`config.mk`:
```
export PLATFORM = sky130hd
export DESIGN_NAME = gradient_calculation
export DESIGN_NICKNAME = d
export VERILOG_FILES = /design/src/rtl/canny_pkg.sv /design/src/rtl/sobel_kernel.sv /design/src/rtl/gradient_calculation.sv
export SDC_FILE = /design/constraint.sdc
export NUM_CORES = 1
export LEC_CHECK = 0
export ABC_CLOCK_PERIOD_IN_PS = 9200
export CAP_MARGIN = 5
export CORE_ASPECT_RATIO = 0.8
export CORE_MARGIN = 3
export CORE_UTILIZATION = 36
export DETAILED_ROUTE_END_ITERATION = 8
export PLACE_DENSITY_LB_ADDON = 0.12
export SLEW_MARGIN = 20
export SYNTH_ARGS = -nofsm -noshare
export SYNTH_HDL_FRONTEND = slang
export SYNTH_SLANG_ARGS = --single-unit
```
`constraint.sdc`:
```
create_clock -name clk -period 9.2 [get_ports clk]
set_clock_uncertainty 0.05 [all_clocks]
set_input_delay 2.76 -clock clk [delete_from_list [all_inputs] [get_ports clk]]
set_output_delay 2.76 -clock clk [all_outputs]
set_load 0.01 [all_outputs]
```
`src/rtl/canny_pkg.sv`:
```
// Shared constants for the edge-detection pipeline: pixel/magnitude widths,
// 3x3 window tap indices (row-major, top-left first) and the 8-bit clamp value.
package canny_pkg;

  localparam int PIXEL_W   = 8;
  localparam int MAG_W     = 11;
  localparam int N_TAPS    = 9;
  localparam int CLAMP_MAX = 255;

  localparam int P_TL = 0;
  localparam int P_TC = 1;
  localparam int P_TR = 2;
  localparam int P_ML = 3;
  localparam int P_MC = 4;
  localparam int P_MR = 5;
  localparam int P_BL = 6;
  localparam int P_BC = 7;
  localparam int P_BR = 8;

endpackage

```
`src/rtl/sobel_kernel.sv`:
```
// One-axis Sobel weighted difference: (a + 2b + c) - (d + 2e + f).
// Each weighted sum fits PIXEL_W+2 unsigned bits, so the signed result needs PIXEL_W+3.
module sobel_kernel #(
  parameter int PIXEL_W = canny_pkg::PIXEL_W,
  parameter int GRAD_W  = PIXEL_W + 3
) (
  input  logic [PIXEL_W-1:0]       i_a,
  input  logic [PIXEL_W-1:0]       i_b,
  input  logic [PIXEL_W-1:0]       i_c,
  input  logic [PIXEL_W-1:0]       i_d,
  input  logic [PIXEL_W-1:0]       i_e,
  input  logic [PIXEL_W-1:0]       i_f,
  output logic signed [GRAD_W-1:0] o_diff
);

  localparam int SUM_W = PIXEL_W + 2;

  logic [SUM_W-1:0] w_pos;
  logic [SUM_W-1:0] w_neg;

  assign w_pos = SUM_W'(i_a) + (SUM_W'(i_b) << 1) + SUM_W'(i_c);
  assign w_neg = SUM_W'(i_d) + (SUM_W'(i_e) << 1) + SUM_W'(i_f);

  // Zero-extend both sums before the subtract so the sign bit is never lost.
  assign o_diff = $signed(GRAD_W'(w_pos)) - $signed(GRAD_W'(w_neg));

endmodule

```
`src/rtl/gradient_calculation.sv`:
```
// Two-stage Sobel gradient pipeline: stage 1 holds Gx/Gy and clamped x/y pixels,
// stage 2 holds |Gx|+|Gy| and its clamped edge-intensity pixel.
module gradient_calculation #(
  parameter int PIXEL_W = canny_pkg::PIXEL_W,
  parameter int MAG_W   = canny_pkg::MAG_W
) (
  input  logic                   clk,
  input  logic                   rstN,
  input  logic [9*PIXEL_W-1:0]   gradient_data_in,
  input  logic                   gradient_data_in_valid,
  output logic [PIXEL_W-1:0]     pixel_out_x,
  output logic [PIXEL_W-1:0]     pixel_out_y,
  output logic                   pixel_xy_valid,
  output logic [MAG_W-1:0]       gradient_magnitude,
  output logic [PIXEL_W-1:0]     pixel_out,
  output logic                   gradient_out_valid
);

  import canny_pkg::*;

  localparam int GRAD_W = PIXEL_W + 3;

  function automatic logic [GRAD_W-1:0] f_abs(input logic signed [GRAD_W-1:0] v);
    return v[GRAD_W-1] ? GRAD_W'(-v) : GRAD_W'(v);
  endfunction

  function automatic logic [PIXEL_W-1:0] f_clamp_g(input logic [GRAD_W-1:0] v);
    return (v > GRAD_W'(CLAMP_MAX)) ? PIXEL_W'(CLAMP_MAX) : v[PIXEL_W-1:0];
  endfunction

  function automatic logic [PIXEL_W-1:0] f_clamp_m(input logic [MAG_W-1:0] v);
    return (v > MAG_W'(CLAMP_MAX)) ? PIXEL_W'(CLAMP_MAX) : v[PIXEL_W-1:0];
  endfunction

  logic [PIXEL_W-1:0]       w_p [N_TAPS];
  logic signed [GRAD_W-1:0] w_gx;
  logic signed [GRAD_W-1:0] w_gy;
  logic [GRAD_W-1:0]        w_abs_rx;
  logic [GRAD_W-1:0]        w_abs_ry;
  logic [MAG_W-1:0]         w_mag;

  logic signed [GRAD_W-1:0] r_gx;
  logic signed [GRAD_W-1:0] r_gy;
  logic [PIXEL_W-1:0]       r_px_x;
  logic [PIXEL_W-1:0]       r_px_y;
  logic                     r_xy_valid;
  logic [MAG_W-1:0]         r_mag;
  logic [PIXEL_W-1:0]       r_pix;
  logic                     r_grad_valid;

  for (genvar gi = 0; gi < N_TAPS; gi++) begin : g_tap
    assign w_p[gi] = gradient_data_in[gi*PIXEL_W +: PIXEL_W];
  end

  sobel_kernel #(.PIXEL_W(PIXEL_W), .GRAD_W(GRAD_W)) u_sobel_x (
    .i_a    (w_p[P_TR]),
    .i_b    (w_p[P_MR]),
    .i_c    (w_p[P_BR]),
    .i_d    (w_p[P_TL]),
    .i_e    (w_p[P_ML]),
    .i_f    (w_p[P_BL]),
    .o_diff (w_gx)
  );

  sobel_kernel #(.PIXEL_W(PIXEL_W), .GRAD_W(GRAD_W)) u_sobel_y (
    .i_a    (w_p[P_BL]),
    .i_b    (w_p[P_BC]),
    .i_c    (w_p[P_BR]),
    .i_d    (w_p[P_TL]),
    .i_e    (w_p[P_TC]),
    .i_f    (w_p[P_TR]),
    .o_diff (w_gy)
  );

  always_ff @(posedge clk or negedge rstN) begin
    if (!rstN) begin
      r_gx       <= '0;
      r_gy       <= '0;
      r_px_x     <= '0;
      r_px_y     <= '0;
      r_xy_valid <= 1'b0;
    end else begin
      r_xy_valid <= gradient_data_in_valid;
      if (gradient_data_in_valid) begin
        r_gx   <= w_gx;
        r_gy   <= w_gy;
        r_px_x <= f_clamp_g(f_abs(w_gx));
        r_px_y <= f_clamp_g(f_abs(w_gy));
      end
    end
  end

  // Magnitude is built from the registered gradients so stage 2 stays a single adder.
  assign w_abs_rx = f_abs(r_gx);
  assign w_abs_ry = f_abs(r_gy);
  assign w_mag    = MAG_W'(w_abs_rx) + MAG_W'(w_abs_ry);

  always_ff @(posedge clk or negedge rstN) begin
    if (!rstN) begin
      r_mag        <= '0;
      r_pix        <= '0;
      r_grad_valid <= 1'b0;
    end else begin
      r_grad_valid <= r_xy_valid;
      if (r_xy_valid) begin
        r_mag <= w_mag;
        r_pix <= f_clamp_m(w_mag);
      end
    end
  end

  assign pixel_out_x        = r_px_x;
  assign pixel_out_y        = r_px_y;
  assign pixel_xy_valid     = r_xy_valid;
  assign gradient_magnitude = r_mag;
  assign pixel_out          = r_pix;
  assign gradient_out_valid = r_grad_valid;

endmodule

```
==> results of run 1 <==
==> worst max-delay path, stage by stage <==
cell	delay, ns
clkdlybuf4s50_1	0.47
inv_1	0.08
fa_1	0.51
fa_1	0.56
inv_1	0.06
fa_1	0.58
inv_1	0.10
fa_1	0.49
a21o_1	0.24
a221oi_2	0.25
xnor2_1	0.17
nor4_1	0.29
mux2_2	0.40
o31ai_4	0.44
a31oi_1	0.16
==> power by group through the flow <==
stage,combinational [mW],clock (mW),sequential [mW]
6_report,2.32,0.344,0.467
3_5_place_dp,2.31,0,0.472
5_1_grt,2.59,0.365,0.484
4_1_cts,2.33,0.352,0.468
2_1_floorplan,1.74,0,0.466
3_3_place_gp,2.26,0,0.467
==> cell usage in the layout (no fill, tap or decap), drive strengths merged, types with 13 or more instances in the layout <==
cell type / Yosys / final
dfrtp: 59 / 59
o21ai: 21 / 21
ha: 38 / 38
inv: 134 / 134
nor2: 47 / 47
xor2: 15 / 15
xnor2: 34 / 34
fa: 63 / 63
clkbuf: 10 / 13
a21oi: 33 / 33
clkdlybuf4s50: 0 / 102
nand2: 34 / 34
mux2: 23 / 23
==> final timing paths <==
path,start,to,cells after the start
max,gradient_data_in[2],pixel_out_y[3]$_DFFE_PN0P_,15
min reg2reg,pixel_out[0]$_DFFE_PN0P_,pixel_out[0]$_DFFE_PN0P_,1
max reg2reg,r_gy[0]$_DFFE_PN0P_,pixel_out[1]$_DFFE_PN0P_,11
max in group asynchronous,rstN,r_gy[7]$_DFFE_PN0P_,2
min in group asynchronous,rstN,pixel_out[1]$_DFFE_PN0P_,2
min,pixel_out[0]$_DFFE_PN0P_,pixel_out[0]$_DFFE_PN0P_,1
==> sequential cells by signal, summed over array words and instances (netlist names) <==
name                flops
pixel_xy_valid          1
pixel_out               8
pixel_out_y             8
pixel_out_x             8
gradient_out_valid      1
gradient_magnitude     11
r_gy                   11
r_gx                   11
==> logic make-up after synthesis <==
logic type	after synthesis	share of synthesized area (%)
muxes	24	4.52
adders and majority gates	101	29.2
buffers and inverters	149	9.59
DFF	59	24.8
and+or+nand+nor	126	9.97
AOI/OAI and AO/OA	125	14.7
xor gates and xnor gates	49	7.21
==> metal layers <==
| metal | part of all wire, % | GRT usage [%] | wire length (um) | vias to the layer above |
|---|---|---|---|---|
| met4 | 0.31 | 2.57 | 42 | 0 |
| met5 | 0 | 0 | 0 | - |
| met2 | 46 | 24.4 | 6180 | 81 |
| met3 | 3.8 | 3.47 | 510 | 4 |
| li1 | - | - | - | 2256 |
| met1 | 50 | 23.3 | 6820 | 2231 |
==> final cells by class <==
cell class              instances  share of cell area (%)
clock buffers                  13                    3.60
clock inverters                 3                   0.599
inverters                     134                    6.69
multi-input cells             425                    51.9
flip-flops and latches         59                    19.6
well taps                     215                    3.58
repair buffers                106                    14.0
==> synth_stat cells, drive strengths merged, types with 7 or more instances <==
library cell	n	area, sq um
inv	134	503
fa	63	1260
dfrtp	59	1480
nor2	47	176
ha	38	475
nand2	34	128
xnor2	34	298
a21oi	33	165
mux2	23	259
o21ai	21	109
xor2	15	131
a21o	11	82.6
clkbuf	10	38.8
a31oi	9	56.3
o31ai	9	81.3
nor3	8	50.1
o211ai	7	57.6
o22a	7	61.3
or2	7	43.8
==> key figures, run 1 <==
Global routing
  • Grt ovf: 0
  • Total track usage: 15.8%
  • Vias in the first global route: 4758
  • Initial antenna violation count: 0
  • Pin count of the biggest net entering global routing: 60
  • First-pass GRT wire length: 23000 um

Route
  • Via/cell ratio: 4.79
  • Drc violations: 0
  • Final WL: 13600 um
  • Drt first-iter violations: 191
  • Vias: 4572
  • WL/cell: 14.2 um
  • Pre-antenna DRT Iters: 4
  • Antenna Nets Post-Route: 0

Power
  • Pwr dens: 416 nW/um^2
  • Seq pwr share: 14.9%
  • Pleak: 3.43 nW
  • Cell internal pwr: 1.66 mW
  • Switch share: 47.0%
  • Worst VDD drop: 0.000165 V
  • Total Power: 3.13 mW
  • Power share of the combinational group: 74.1%
  • Clk pwr share: 11.0%
  • P_sw: 1.47 mW

Placement
  • Area after DPL: 7200 sq um
  • Port buffer count: 103
  • Placed cell count: 939
  • Placer Congestion: 0.803
  • Worst slack, placed: 1.39 ns
  • Dpl hpwl: 11300 um

STA
  • Peak Freq: 134 MHz
  • Final WS setup: 1.74 ns
  • Slew Viols, Final: 0
  • # setup viols final: 0
  • RSZ-0062 raised after global routing: no
  • Hold slack final: 0.440 ns
  • Setup TNS: 0 ns
  • Post-layout min period: 7.46 ns
  • Slew headroom: 37.2%
  • Least-Margin Pin Slew: 0.942 ns
  • Hold Fails Final Rpt: 0
  • Final Cycle Share: 81.1%

Floorplan
  • FP Rows: 41
  • Die Width: 150 um
  • Die area: 18100 sq um
  • Core area: 16000 sq um
  • # IOs: 112
  • Initial core utilization: 37.3%
  • Die H: 121 um

Clock tree
  • H-Tree Depth: 3
  • Clock root cell: clkbuf_16
  • Clock-pin slew on the worst setup and hold paths: 0.05 ns
  • CTS buffer count: 9
  • Clk_lat worst skew: 0.33 ns
  • Cts hold-fix bufs: 0
  • # clock sinks: 59
  • Post CTS Setup Buffer Count: 0
  • PostCTS Resize Cnt: 0
  • Deepest clock path buffer count: 2
  • TritonCTS clock tree: yes

Synth
  • Seq/Total Area, Yosys: 24.8%
  • Number of enable flip-flop cells after synthesis: 0
  • Total nets after synthesis: 809
  • Synth Cell Area: 5950 sq um
  • Yosys reg bits: 59
  • Cell variety after synth: 60
  • Ys Warns: 0
  • Fraction of registers with async set or reset after synthesis: 100%
  • Post-synth top flop: dfrtp_1
  • Syn Area/Cell: 9.40 sq um
  • Mapped Cells: 633

Cells and area
  • Register area: 1480 sq um
  • Layout cell share with drive strength beyond 1: 7.97%
  • Layout net count: 911
  • Area occupied by multi-input gates: 3900 sq um
  • Post-route insts no fill: 955
  • Fillers: 1510
  • Post-Layout Inst Area: 7510 sq um
  • Antenna diodes: 0
  • P&R area growth vs syn: 26.3%
  • Layout Utilization: 47.1%

Outcome
  • Status: completed

Critical path
  • Critical path class: in2reg
  • Max FO, Critical Path: 8
  • Register-to-register setup slack: 5.50 ns
  • Critical path launch point type: primary input
  • Endpoint class of the critical path: flop
  • Crit path DAT: 7.59 ns
  • CP required: 9.32 ns

Job
  • Maxcap violations: 0

Worst hold path
  • Worst hold path type: reg2reg
Power figures use the tool's default switching activity.
==> run 2: changes to the inputs <==
- ABC_CLOCK_PERIOD_IN_PS: 9200 -> 7100
- clock period: 9.2 -> 7.1 ns (I/O delays scaled with it)
==> key figures, run 2 (synthesis results as in run 1) <==
Route
  • Drc violations: 0 (unchanged)
  • WL/cell: 14.0 um (-1.3%)
  • Antenna Nets Post-Route: 0 (unchanged)
  • Via/cell ratio: 4.73 (-1.2%)
  • Final WL: 13500 um (-0.60%)
  • Drt first-iter violations: 250 (+31%)
  • Pre-antenna DRT Iters: 5 (+1)
  • Vias: 4550 (-0.48%)

Clock tree
  • Clock-pin slew on the worst setup and hold paths: 0.05 ns (about the same)
  • Cts hold-fix bufs: 0 (unchanged)
  • Deepest clock path buffer count: 2 (unchanged)
  • PostCTS Resize Cnt: 0 (unchanged)
  • # clock sinks: 59 (unchanged)
  • Clock root cell: clkbuf_16
  • TritonCTS clock tree: yes
  • H-Tree Depth: 3 (unchanged)
  • Clk_lat worst skew: 0.33 ns (about the same)
  • Post CTS Setup Buffer Count: 0 (unchanged)
  • CTS buffer count: 9 (unchanged)

STA
  • Hold Fails Final Rpt: 0 (unchanged)
  • Final Cycle Share: 95.0%
  • Peak Freq: 148 MHz
  • Slew Viols, Final: 0 (unchanged)
  • Post-layout min period: 6.74 ns
  • Slew headroom: 45.1% (+7.8 points)
  • # setup viols final: 0 (unchanged)
  • Setup TNS: 0 ns (unchanged)
  • Least-Margin Pin Slew: 0.822 ns (-0.120 ns)
  • RSZ-0062 raised after global routing: no
  • Final WS setup: 0.356 ns (-1.38 ns)

Cells and area
  • Layout net count: 919 (+0.88%)
  • Register area: 1480 sq um (unchanged)
  • Layout cell share with drive strength beyond 1: 8.70% (+0.73 points)
  • Fillers: 1553 (+2.8%)
  • Area occupied by multi-input gates: 3900 sq um (unchanged)
  • Most common cell after layout, fill and taps aside: inv_1
  • Commonest non-fill, non-tap cells in the layout: 134 x inv_1, 102 x clkdlybuf4s50_1, 63 x fa_1, 59 x dfrtp_1, 47 x nor2_1
  • Antenna diodes: 0 (unchanged)
  • P&R area growth vs syn: 26.4% (about the same)
  • Post-route insts no fill: 962 (+0.73%)

Critical path
  • Worst path max stage delay: 0.57 ns (about the same)
  • Crit path DAT: 6.88 ns (-0.71 ns)
  • Critical path launch point type: primary input
  • Endpoint class of the critical path: flop
  • Max FO, Critical Path: 8 (unchanged)
  • Crit-path most repeated cell: fa_1
  • Critical path class: in2reg
  • Crit path cell chain: clkdlybuf4s50_1 -> inv_1 -> fa_1 -> fa_1 -> inv_1 -> fa_1 -> inv_1 -> fa_1 -> a21o_1 -> a221oi_2 -> xnor2_1 -> nor4_1 -> mux2_2 -> o31ai_4 -> a31oi_1
  • Critical path's slowest cell: fa_1
  • CP required: 7.24 ns (-2.08 ns)

Job
  • Maxcap violations: 0 (unchanged)

Power
  • Worst VDD drop: 0.000223 V (+35%)
  • Total Power: 4.06 mW (+30%)
  • Pleak: 3.45 nW (+0.67%)
  • Pwr dens: 540 nW/um^2 (+30%)

Global routing
  • Total track usage: 16.1% (+0.29 points)
  • Initial antenna violation count: 0 (unchanged)
  • First-pass GRT wire length: 23600 um (+2.6%)
  • Vias in the first global route: 4861 (+2.2%)
  • Grt ovf: 0 (unchanged)
  • Pin count of the biggest net entering global routing: 60 (unchanged)

Placement
  • Worst slack, placed: -0.0205 ns (-1.41 ns)
  • Dpl hpwl: 11300 um (about the same)
  • Placer Congestion: 0.810 (+0.82%)
  • Placed cell count: 947 (+0.85%)
  • Port buffer count: 103 (unchanged)

Floorplan
  • Die Width: 150 um (unchanged)
  • Die area: 18100 sq um (unchanged)
  • Die H: 121 um (unchanged)
  • FP Rows: 41 (unchanged)
  • # IOs: 112 (unchanged)
  • Core area: 16000 sq um (unchanged)
  • Initial core utilization: 37.3% (unchanged)

Worst hold path
  • Worst hold path type: reg2reg

Outcome
  • Status: completed
## run 2: cell count changes in the layout (fill, tap and decap cells not counted)
cell	delta
buf_4	+8
bufinv_16	-1
clkbuf_1	+1
clkbuf_8	-2
clkinv_2	+3
clkinvlp_4	-2
## run 2: through the flow
step	utilization [%]	hold slack, ns	instance area [sq um]
2_1_floorplan	-	0.445	5950
3_3_place_gp	45.5	0.435	7260
3_5_place_dp	45.5	0.439	7260
4_1_cts	47.1	0.451	7520
5_1_grt	47.1	0.462	7520
6_report	47.1	0.448	7520
## run 2: report_power, final
| group | internal [mW] | switching (mW) | leakage (nW) | total, mW |
|---|---|---|---|---|
| clock | 0.241 | 0.142 | 0.132 | 0.383 |
| combinational | 1.44 | 1.63 | 2.69 | 3.07 |
| sequential | 0.484 | 0.124 | 0.636 | 0.608 |
| total | 2.16 | 1.90 | 3.45 | 4.06 |
## run 2: routing by layer
| metal | vias up | part of all wire, % | GRT usage, % |
|---|---|---|---|
| met5 | - | 0 | 0 |
| met4 | 0 | 0.59 | 2.74 |
| met3 | 7 | 4.8 | 3.55 |
| met2 | 74 | 44 | 24.4 |
| met1 | 2193 | 51 | 23.9 |
| li1 | 2276 | - | - |
## run 2: critical path, delay by kind of cell
kind	cells	cell delay, ns
mux	1	0.40
simple gates	1	0.29
xor+xnor	1	0.12
compound gates	4	1.10
fa+ha+maj	4	2.09
buf+inv	4	0.74
## run 2: layout make-up
class,instances,area share (%)
Multi-Input combinational cell,425,51.9
Sequential cell,59,19.6
Timing Repair Buffer,114,14.7
Inverter,134,6.69
Tap cell,215,3.58
Clock buffer,12,3.28
Clock inverter,3,0.200
## run 2: path summary, 6_finish.rpt
path / endpoint / cells past startpoint / start / slack, ns
worst max-delay path: pixel_out_y[3]$_DFFE_PN0P_ / 15 / gradient_data_in[18] / 0.36
worst min-delay path: pixel_out[3]$_DFFE_PN0P_ / 1 / pixel_out[3]$_DFFE_PN0P_ / 0.45
worst max register to register: pixel_out[0]$_DFFE_PN0P_ / 12 / r_gx[2]$_DFFE_PN0P_ / 3.43
worst min register to register: pixel_out[3]$_DFFE_PN0P_ / 1 / pixel_out[3]$_DFFE_PN0P_ / 0.45
max in group asynchronous: pixel_xy_valid$_DFF_PN0_ / 2 / rstN / 4.60
min in group asynchronous: gradient_magnitude[0]$_DFFE_PN0P_ / 2 / rstN / 1.91
==> run 3: changes to the inputs <==
- ABC_CLOCK_PERIOD_IN_PS: 7100 -> 8650
- clock period: 7.1 -> 8.65 ns (I/O delays scaled with it)
==> key figures, run 3 (synthesis results as in run 1) <==
Critical path
  • Crit-path most repeated cell: fa_1
  • Critical path launch point type: primary input
  • Worst Path Buf+Inv: 4 (unchanged)
  • Kind of cell adding the most delay to the critical path: adder cells
  • Critical path class: in2reg
  • Critical path's slowest cell: fa_1
  • Endpoint class of the critical path: flop
  • CP required: 8.78 ns (+1.54 ns)
  • Max FO, Critical Path: 8 (unchanged)
  • Crit path DAT: 7.45 ns (+0.57 ns)
  • R2R cell count: 12 (unchanged)
  • Crit path cell chain: clkdlybuf4s50_1 -> inv_1 -> fa_1 -> fa_1 -> inv_1 -> fa_1 -> inv_1 -> fa_1 -> a21o_1 -> a221oi_2 -> xnor2_1 -> nor4_1 -> mux2_2 -> o31ai_4 -> a31oi_1
  • Register-to-register setup slack: 4.99 ns (+1.56 ns)
  • Worst path max stage delay: 0.59 ns (+0.02 ns)
  • Reg2reg end: pixel_out[1]$_DFFE_PN0P_
  • Reg-to-Reg Start: r_gx[2]$_DFFE_PN0P_

Worst hold path
  • Hold Path Sink: pixel_out[0]$_DFFE_PN0P_
  • Hold depth: 1 (unchanged)
  • Hold_sp: pixel_out[0]$_DFFE_PN0P_
  • Worst hold path type: reg2reg

Placement
  • Placer Congestion: 0.804 (-0.69%)
  • Area after DPL: 7200 sq um (-0.83%)
  • Worst slack, placed: 0.930 ns (+0.950 ns)
  • Dpl hpwl: 11400 um (+0.39%)
  • Port buffer count: 103 (unchanged)

Cells and area
  • Fillers: 1487 (-4.2%)
  • P&R area growth vs syn: 26.0%
  • Layout net count: 911 (-0.87%)
  • Most common cell after layout, fill and taps aside: inv_1
  • Commonest non-fill, non-tap cells in the layout: 134 x inv_1, 102 x clkdlybuf4s50_1, 63 x fa_1, 59 x dfrtp_1, 47 x nor2_1
  • Antenna diodes: 0 (unchanged)
  • Post-Layout Inst Area: 7490 sq um (-0.35%)
  • Layout Utilization: 47.0% (-0.16 points)
  • Layout cell share with drive strength beyond 1: 7.71% (-0.99 points)

Route
  • WL/cell: 14.4 um (+2.5%)
  • Drc violations: 0 (unchanged)
  • Final WL: 13700 um (+1.7%)
  • Via/cell ratio: 4.77 (+0.91%)
  • Drt first-iter violations: 234 (-6.4%)
  • Antenna Nets Post-Route: 0 (unchanged)
  • Pre-antenna DRT Iters: 5 (unchanged)
  • Vias: 4553 (+0.066%)

Power
  • Worst VDD drop: 0.000199 V (-11%)
  • Pleak: 3.43 nW (-0.73%)
  • Pwr dens: 441 nW/um^2 (-18%)

STA
  • Peak Freq: 137 MHz
  • # setup viols final: 0 (unchanged)
  • Slew Viols, Final: 0 (unchanged)
  • Hold slack final: 0.440 ns (-0.00799 ns)
  • Setup TNS: 0 ns (unchanged)
  • Slew headroom: 34.0% (-11 points)
  • Hold Fails Final Rpt: 0 (unchanged)
  • Final Cycle Share: 84.7%
  • Final WS setup: 1.32 ns (+0.969 ns)
  • RSZ-0062 raised after global routing: no
  • Post-layout min period: 7.33 ns
  • Least-Margin Pin Slew: 0.989 ns (+0.168 ns)

Clock tree
  • Deepest clock path buffer count: 2 (unchanged)
  • Cts hold-fix bufs: 0 (unchanged)
  • Clk_lat worst skew: 0.34 ns (about the same)
  • Clock-pin slew on the worst setup and hold paths: 0.05 ns (about the same)
  • TritonCTS clock tree: yes
  • Post CTS Setup Buffer Count: 0 (unchanged)
  • CTS buffer count: 9 (unchanged)
  • Clock root cell: clkbuf_16
  • PostCTS Resize Cnt: 0 (unchanged)
  • H-Tree Depth: 3 (unchanged)
  • # clock sinks: 59 (unchanged)

Floorplan
  • Die Width: 150 um (unchanged)
  • Die area: 18100 sq um (unchanged)
  • Die H: 121 um (unchanged)
  • # IOs: 112 (unchanged)
  • FP Rows: 41 (unchanged)
  • Initial core utilization: 37.3% (unchanged)
  • Core area: 16000 sq um (unchanged)

Global routing
  • Vias in the first global route: 4883 (+0.45%)
  • Pin count of the biggest net entering global routing: 60 (unchanged)
  • Total track usage: 16.2% (+0.086 points)
  • Initial antenna violation count: 0 (unchanged)
  • Grt ovf: 0 (unchanged)
  • First-pass GRT wire length: 23600 um (-0.18%)

Outcome
  • Status: completed

Job
  • Maxcap violations: 0 (unchanged)
-- run 3: cell count changes in the layout (fill, tap and decap cells not counted) --
cell	delta
clkinv_2	-2
clkbuf_8	+1
buf_4	-8
bufinv_16	+1
-- run 3: layout make-up --
| class | count | area (sq um) | area share, % |
|---|---|---|---|
| multi-input combinational | 425 | 3900 | 52.1 |
| sequential | 59 | 1480 | 19.7 |
| timing repair buffer | 106 | 1050 | 14.0 |
| inverter | 134 | 503 | 6.71 |
| tap | 215 | 269 | 3.59 |
| clock buffer | 13 | 260 | 3.47 |
| clock inverter | 2 | 35.0 | 0.467 |
-- run 3: worst max-delay path by stage --
stage / startpoint / to / cells past startpoint
floorplan: gradient_data_in[2] / pixel_out_y[1]$_DFFE_PN0P_ / 14
global placement: gradient_data_in[2] / pixel_out_y[4]$_DFFE_PN0P_ / 15
detailed placement: gradient_data_in[18] / pixel_out_y[7]$_DFFE_PN0P_ / 15
CTS: gradient_data_in[18] / pixel_out_y[5]$_DFFE_PN0P_ / 15
global route: gradient_data_in[18] / pixel_out_y[2]$_DFFE_PN0P_ / 15
finish: gradient_data_in[18] / pixel_out_y[5]$_DFFE_PN0P_ / 15
-- run 3: per-layer routing --
metal | part of all wire [%] | track usage (%)
met3 | 4.8 | 3.66
met2 | 44 | 24.9
met1 | 50 | 23.7
met4 | 1.0 | 2.80
met5 | 0 | 0
-- run 3: through the flow --
stage | std cells | power (mW)
after detailed placement | 939 | 2.95
after global routing | 954 | 3.65
after floorplan | 633 | 2.35
final | 954 | 3.31
after global placement | 939 | 2.90
after CTS | 954 | 3.33
-- run 3: power breakdown --
group	internal [mW]	total (mW)	switching, mW
clock network	0.236	0.355	0.119
logic	1.12	2.45	1.33
registers	0.398	0.499	0.101
